==> config.mk <==
export PLATFORM = sky130hd
export DESIGN_NAME = alu_mc
export DESIGN_NICKNAME = d
export VERILOG_FILES = /design/src/rtl/alu_pkg.sv /design/src/rtl/alu_mc_mul_iter.sv /design/src/rtl/alu_mc.sv
export SDC_FILE = /design/constraint.sdc
export NUM_CORES = 1
export LEC_CHECK = 0
export BUFFER_PORTS_ARGS = -buffer_cell sky130_fd_sc_hd__buf_4
export CAP_MARGIN = 40
export CORE_MARGIN = 2
export CORE_UTILIZATION = 30
export DETAILED_ROUTE_END_ITERATION = 8
export GPL_ROUTABILITY_DRIVEN = 0
export PLACE_DENSITY_LB_ADDON = 0.15
export SLEW_MARGIN = 20
export SYNTH_ARGS = -nofsm -noshare
export SYNTH_HDL_FRONTEND = slang
export SYNTH_SLANG_ARGS = --single-unit
==> constraint.sdc <==
create_clock -name clk -period 4.13 [get_ports clk]
set_input_delay 0.2065 -clock clk [delete_from_list [all_inputs] [get_ports clk]]
set_output_delay 0.2065 -clock clk [all_outputs]
set_load 0.02 [all_outputs]
==> src/rtl/alu_pkg.sv <==
// Shared encodings for the multi-cycle ALU: opcodes, flag bit positions, controller states.
package alu_pkg;

   localparam int OPW = 4;

   typedef enum logic [OPW-1:0] {
      OP_ADD    = 4'd0,
      OP_SUB    = 4'd1,
      OP_ADC    = 4'd2,
      OP_CMP    = 4'd3,
      OP_AND    = 4'd4,
      OP_OR     = 4'd5,
      OP_XOR    = 4'd6,
      OP_NOT    = 4'd7,
      OP_LSL    = 4'd8,
      OP_LSR    = 4'd9,
      OP_ASR    = 4'd10,
      OP_MUL    = 4'd11,
      OP_RSVD12 = 4'd12,
      OP_RSVD13 = 4'd13,
      OP_RSVD14 = 4'd14,
      OP_RSVD15 = 4'd15
   } op_e;

   localparam logic [OPW-1:0] OP_RSVD_LO = 4'd12;

   localparam int FLAG_V = 3;
   localparam int FLAG_C = 2;
   localparam int FLAG_N = 1;
   localparam int FLAG_Z = 0;

   typedef enum logic [1:0] {
      ST_IDLE = 2'd0,
      ST_EXEC = 2'd1,
      ST_MUL  = 2'd2,
      ST_DONE = 2'd3
   } state_e;

endpackage

==> src/rtl/alu_mc_mul_iter.sv <==
// Iterative unsigned shift-add multiplier: one partial product per cycle, done pulses
// for one cycle once the down-counter reaches its terminal count.
module mul_iter #(
   parameter int WIDTH = 8
) (
   input  logic               clk,
   input  logic               rst_n,
   input  logic               start,
   input  logic [WIDTH-1:0]   a,
   input  logic [WIDTH-1:0]   b,
   output logic               busy,
   output logic               done,
   output logic [2*WIDTH-1:0] product
);

   localparam int CW = $clog2(WIDTH) + 1;

   logic [CW-1:0]      r_cnt;
   logic [2*WIDTH-1:0] r_mcand;
   logic [WIDTH-1:0]   r_mplier;
   logic [2*WIDTH-1:0] r_prod;
   logic               r_busy;
   logic               r_done;

   always_ff @(posedge clk or negedge rst_n) begin
      if (!rst_n) begin
         r_cnt    <= '0;
         r_mcand  <= '0;
         r_mplier <= '0;
         r_prod   <= '0;
         r_busy   <= 1'b0;
         r_done   <= 1'b0;
      end else begin
         r_done <= 1'b0;
         if (start) begin
            r_mcand  <= {{WIDTH{1'b0}}, a};
            r_mplier <= b;
            r_prod   <= '0;
            r_cnt    <= CW'(WIDTH);
            r_busy   <= 1'b1;
         end else if (r_busy) begin
            if (r_mplier[0]) r_prod <= r_prod + r_mcand;
            r_mcand  <= r_mcand << 1;
            r_mplier <= r_mplier >> 1;
            r_cnt    <= r_cnt - CW'(1);
            if (r_cnt == CW'(1)) begin
               r_busy <= 1'b0;
               r_done <= 1'b1;
            end
         end
      end
   end

   assign busy    = r_busy;
   assign done    = r_done;
   assign product = r_prod;

endmodule

==> src/rtl/alu_mc.sv <==
// Multi-cycle handshaked ALU with persistent NZCV flags and a registered result slot.
//  state   | meaning
//  IDLE    | slot empty, ready to accept
//  EXEC    | single-cycle op computing from latched operands
//  MUL     | iterative multiply in progress
//  DONE    | result slot full, waiting for out_ready
module alu_mc
   import alu_pkg::*;
#(
   parameter int WIDTH = 8
) (
   input  logic             clk,
   input  logic             rst_n,
   input  logic             in_valid,
   output logic             in_ready,
   input  logic [OPW-1:0]   in_op,
   input  logic [WIDTH-1:0] in_a,
   input  logic [WIDTH-1:0] in_b,
   output logic             out_valid,
   input  logic             out_ready,
   output logic [WIDTH-1:0] out_result,
   output logic             out_err,
   output logic [3:0]       flags
);

   state_e             r_state;
   op_e                r_op;
   logic [WIDTH-1:0]   r_a, r_b, r_res;
   logic               r_cin, r_err, r_valid;
   logic [3:0]         r_flags;

   logic               w_accept, w_acc_mul, w_finish;
   logic               w_mul_busy, w_mul_done, w_mul_fin;
   logic [2*WIDTH-1:0] w_prod;
   logic [WIDTH-1:0]   w_b_eff, w_fres, w_res;
   logic [WIDTH:0]     w_sum;
   logic               w_cin_eff, w_add_v, w_big_sh, w_c, w_v, w_err;

   assign in_ready  = (r_state == ST_IDLE) | ((r_state == ST_DONE) & out_ready);
   assign w_accept  = in_valid & in_ready;
   assign w_acc_mul = w_accept & (in_op == OP_MUL);
   assign w_mul_fin = w_mul_done & ~w_mul_busy;
   assign w_finish  = (r_state == ST_EXEC) | ((r_state == ST_MUL) & w_mul_fin);

   mul_iter #(.WIDTH(WIDTH)) u_mul (
      .clk     (clk),
      .rst_n   (rst_n),
      .start   (w_acc_mul),
      .a       (in_a),
      .b       (in_b),
      .busy    (w_mul_busy),
      .done    (w_mul_done),
      .product (w_prod)
   );

   // SUB/CMP share the adder as A + ~B + 1 so carry out means "no borrow"
   always_comb begin
      w_b_eff   = r_b;
      w_cin_eff = 1'b0;
      if (r_op == OP_SUB || r_op == OP_CMP) begin
         w_b_eff   = ~r_b;
         w_cin_eff = 1'b1;
      end else if (r_op == OP_ADC) begin
         w_cin_eff = r_cin;
      end
   end

   assign w_sum    = {1'b0, r_a} + {1'b0, w_b_eff} + {{WIDTH{1'b0}}, w_cin_eff};
   assign w_add_v  = (r_a[WIDTH-1] == w_b_eff[WIDTH-1]) & (w_sum[WIDTH-1] != r_a[WIDTH-1]);
   assign w_big_sh = (r_b >= WIDTH'(WIDTH));

   always_comb begin
      w_fres = '0;
      w_c    = 1'b0;
      w_v    = 1'b0;
      w_err  = 1'b0;
      if (r_state == ST_MUL) begin
         w_fres = w_prod[WIDTH-1:0];
         w_c    = |w_prod[2*WIDTH-1:WIDTH];
      end else begin
         case (r_op)
            OP_ADD, OP_SUB, OP_ADC, OP_CMP: begin
               w_fres = w_sum[WIDTH-1:0];
               w_c    = w_sum[WIDTH];
               w_v    = w_add_v;
            end
            OP_AND: w_fres = r_a & r_b;
            OP_OR:  w_fres = r_a | r_b;
            OP_XOR: w_fres = r_a ^ r_b;
            OP_NOT: w_fres = ~r_a;
            OP_LSL: w_fres = w_big_sh ? '0 : (r_a << r_b);
            OP_LSR: w_fres = w_big_sh ? '0 : (r_a >> r_b);
            OP_ASR: w_fres = w_big_sh ? {WIDTH{r_a[WIDTH-1]}} : WIDTH'($signed(r_a) >>> r_b);
            default: w_err = 1'b1;
         endcase
      end
      // CMP reports flags of the subtraction but passes A through untouched
      w_res = w_err ? '0 : ((r_op == OP_CMP) ? r_a : w_fres);
   end

   always_ff @(posedge clk or negedge rst_n) begin
      if (!rst_n) begin
         r_state <= ST_IDLE;
         r_op    <= OP_ADD;
         r_a     <= '0;
         r_b     <= '0;
         r_cin   <= 1'b0;
         r_res   <= '0;
         r_err   <= 1'b0;
         r_valid <= 1'b0;
         r_flags <= '0;
      end else begin
         if (w_accept) begin
            r_op  <= op_e'(in_op);
            r_a   <= in_a;
            r_b   <= in_b;
            r_cin <= r_flags[FLAG_C];
         end
         case (r_state)
            ST_IDLE: if (w_accept) r_state <= w_acc_mul ? ST_MUL : ST_EXEC;
            ST_EXEC: r_state <= ST_DONE;
            ST_MUL:  if (w_mul_fin) r_state <= ST_DONE;
            ST_DONE: if (out_ready) r_state <= w_accept ? (w_acc_mul ? ST_MUL : ST_EXEC) : ST_IDLE;
            default: r_state <= ST_IDLE;
         endcase
         if (w_finish) begin
            r_valid <= 1'b1;
            r_res   <= w_res;
            r_err   <= w_err;
            if (!w_err) begin
               r_flags[FLAG_V] <= w_v;
               r_flags[FLAG_C] <= w_c;
               r_flags[FLAG_N] <= w_fres[WIDTH-1];
               r_flags[FLAG_Z] <= (w_fres == '0);
            end
         end else if (r_state == ST_DONE && out_ready) begin
            r_valid <= 1'b0;
         end
      end
   end

   assign out_valid  = r_valid;
   assign out_result = r_res;
   assign out_err    = r_err;
   assign flags      = r_flags;

endmodule

==> parameters.txt <==
Parameter                              Value

Setup path
  Critical Path Slowest Stage Cell    sky130_fd_sc_hd__a2111oi_0
  Crit path launch    r_op[2]
  Data arrival at the endpoint of the critical path    3.97 ns
  Crit start category    register
  Largest fanout on the critical path    8
  Cells traversed along the worst timing path    nor2_1 -> and2_1 -> xnor2_1 -> ha_1 -> a211oi_1 -> a21oi_1 -> o41ai_2 -> xnor2_1 -> a2111oi_0 -> o21bai_1 -> o21ai_0 -> mux2_2
  FF-to-FF setup slack    0.40 ns
  Startpoint of the most critical register-to-register path    r_op[2]
  Number of cells on the worst reg-to-reg path    12
  Crit. End Element    register
  Reg-to-reg critical path endpoint    out_result[7]
  Required arrival time at the worst endpoint    4.37 ns
  Crit Path Class    register to register
  Worst setup endpoint    out_result[7]
  Most repeated library cell on the critical path    sky130_fd_sc_hd__xnor2_1
  Critical Path Max Stage Delay    0.49 ns

Synth
  Register bit total from synthesis    83
  Proportion of netlist area held by the largest area contributor    0.330
  Syn Area/Cell    between 9 and 10 um^2
  Total nets after synthesis    764
  Synth warn    0
  Main synth FF type    sky130_fd_sc_hd__dfrtp_1
  Sequential area share after synthesis    0.330
  Most frequently used cell type in the post-synthesis netlist    sky130_fd_sc_hd__dfrtp_1
  Netlist cell types    76
  Async set-or-reset flop fraction in the synthesized netlist    1.00
  Netlist area before placement    0.00629 mm^2
  Post-synth top cells    sky130_fd_sc_hd__dfrtp_1 (83), sky130_fd_sc_hd__nand2_1 (64), sky130_fd_sc_hd__nor2_1 (58), sky130_fd_sc_hd__o21ai_0 (50)
  Library cell with the largest summed area after synthesis    sky130_fd_sc_hd__dfrtp_1
  Number of enable-type register cells in the synthesized netlist    0
  Gate count after technology mapping    691
  Leading cell types by total area after synthesis    sky130_fd_sc_hd__dfrtp_1 (33%), sky130_fd_sc_hd__ha_1 (9.2%), sky130_fd_sc_hd__mux2i_1 (7.3%)

Timing
  Peak Freq    about 270 MHz
  Setup WS post-layout    0.399 ns
  Setup TNS    0 ns
  Final critical-path required period    3.73 ns
  Unrepaired setup endpoints after global routing    false
  Worst rel slew slack    0.463
  Slew Viols, Final    0
  Final Cycle Share    0.903
  Final-report setup violation count    0
  Max Clock Skew    0.0116 ns
  Final Hold Vio Count    0
  Worst Max-Slew Pin Slew    0.798 ns

Clock network
  Clock transition at path regs    0.07 ns
  Total clock sinks    83
  Root buffer selected by CTS    sky130_fd_sc_hd__clkbuf_16
  Number of levels in the clock H-tree    3
  Total CTS buffers    9
  Clock latency of the later-clocked register in the worst-skew pair    0.35 ns
  TritonCTS clock tree    built
  Maximum clock insertion buffer count    2

Drt
  DRC marker count from the first detailed-route iteration    around 400
  Routed via count    5307
  First-pass detailed-route iteration total    5
  Vias per cell    5.34
  DRC viols    0
  Final ANT Viol Nets    0
  Average wire per cell in the routed design    18.2 um
  Post-detailed-routing wire length    18.0 mm

Pwr
  Max rail drop VDD    0.287 mV
  Leakage power of the design    0.00315 uW
  Power Density    891 mW/mm^2
  Sum of internal, switching and leakage power    6450 uW

Cells and area
  Share of the core filled with cells in the final layout    0.354
  Ratio of cells with drive above 1 in the final layout    0.176
  Finished Cell Area    0.00724 mm^2
  Post-layout net count    791
  Number of inserted filler cells in the final layout    2116
  P&R area growth vs syn    15.1%
  Number of inserted diodes    0

Global route
  Global-route wire length before repair    just under 30 mm
  Maximum number of pins on one net before global-route repair    between 40 and 50
  Overall Global Routing Usage    0.171
  Grt total ovfl    0
  Vias in the first global route    around 5.4k
  Number of antenna violations at the first check in global routing    0

Floorplanning
  Row Count    52
  I/O pins    39
  Starting density of the core    0.308
  Die X    149 um
  Core Area    0.0204 mm^2
  Die Ht    149 um
  Total Die Area    ~0.022 mm^2

Run status
  Outcome    complete, no violations

Place
  Placed instance area    0.00690 mm^2
  Number of port buffers    38
  Final HPWL from detailed placement    13.6 mm
  Place WS    0.458 ns

Job
  Max-cap violations    0

Hold path
  Class of the most critical hold timing path    input pin to register
[how the worst min path moves through the flow]
stage / from / endpoint / cells past startpoint
floorplan: rst_n / flags[0] / 0
global placement: in_a[6] / u_mul.r_mcand[6] / 3
detailed placement: rst_n / u_mul.r_cnt[1] / 1
CTS: in_a[6] / u_mul.r_mcand[6] / 3
global route: in_a[6] / u_mul.r_mcand[6] / 3
finish: in_a[6] / u_mul.r_mcand[6] / 3
[worst max-delay path, delay by kind of cell, from the launching register on]
kind	cells	cell delay (ns)
AO/OA/AOI/OAI	6	1.54
XOR/XNOR	2	0.34
adder cells (fa/ha/maj)	1	0.32
flip-flops	1	0.38
multiplexers	1	0.27
AND/OR/NAND/NOR	2	0.75
[area by class of cell]
type,instances,area [um^2],share of cell area
Clock buffer,11,243,0.0335
Tap cell,270,338,0.0467
Timing Repair Buffer,59,478,0.0660
Inverter,37,139,0.0192
Sequential cell,83,2080,0.287
Clock inverter,5,61.3,0.00847
Multi-Input combinational cell,528,3900,0.539
[through the flow]
step,instances,hold WS (ns)
3_3_place_gp,974,0.447
4_1_cts,992,0.0766
3_5_place_dp,975,0.250
5_1_grt,993,0.0802
6_report,993,0.0810
2_1_floorplan,691,-0.0891
[cells by family after synthesis]
logic type      share of synthesized area
compound gates                      0.177
xor+xnor                           0.0306
fa+ha+maj                           0.101
flops                               0.330
simple gates                        0.166
buf+inv                            0.0507
mux                                 0.145
[flip-flops by register name, indices dropped and copies added (netlist names), 2 cells and up]
name,count
r_op,4
u_mul.product,16
r_state,2
r_a,8
u_mul.r_mcand,16
r_b,8
u_mul.r_cnt,4
flags,4
u_mul.r_mplier,8
out_result,8
[per-layer routing]
metal | track usage | part of all wire
met1 | 0.224 | 0.44
met2 | 0.275 | 0.47
met3 | 0.0306 | 0.047
met4 | 0.0786 | 0.041
met5 | 0 | 0
[report_power, final]
| group | internal [uW] | total, uW | switching [uW] |
|---|---|---|---|
| combinational | 1730 | 3990 | 2260 |
| clock | 487 | 833 | 346 |
| sequential | 1170 | 1620 | 449 |
| total | 3390 | 6450 | 3060 |
[cell usage in the layout, fill, tap and decap left out, types with 5 or more instances in the layout]
| cell | instances |
|---|---|
| sky130_fd_sc_hd__dfrtp_1 | 83 |
| sky130_fd_sc_hd__nand2_1 | 64 |
| sky130_fd_sc_hd__nor2_1 | 57 |
| sky130_fd_sc_hd__buf_4 | 56 |
| sky130_fd_sc_hd__o21ai_0 | 50 |
| sky130_fd_sc_hd__mux2i_1 | 46 |
| sky130_fd_sc_hd__ha_1 | 46 |
| sky130_fd_sc_hd__a21oi_1 | 38 |
| sky130_fd_sc_hd__inv_1 | 35 |
| sky130_fd_sc_hd__mux2_2 | 28 |
| sky130_fd_sc_hd__xnor2_1 | 17 |
| sky130_fd_sc_hd__nor3_1 | 16 |
| sky130_fd_sc_hd__nand3_1 | 14 |
| sky130_fd_sc_hd__a211oi_1 | 10 |
| sky130_fd_sc_hd__a31oi_1 | 9 |
| sky130_fd_sc_hd__clkbuf_16 | 9 |
| sky130_fd_sc_hd__nand2b_1 | 6 |
| sky130_fd_sc_hd__nor4_1 | 6 |
| sky130_fd_sc_hd__o31ai_1 | 6 |
| sky130_fd_sc_hd__xor2_1 | 5 |
| sky130_fd_sc_hd__o21bai_1 | 5 |
| sky130_fd_sc_hd__nor4b_1 | 5 |
| sky130_fd_sc_hd__nor2b_1 | 5 |
| sky130_fd_sc_hd__mux4_2 | 5 |
| sky130_fd_sc_hd__o21a_1 | 5 |
[what timing repair did]
item,in CTS,in global routing
resized for setup,0,0
hold endpoints to repair,40,0
hold buffers,1,0
setup buffers,0,0
(Power assumes the default switching activity.)
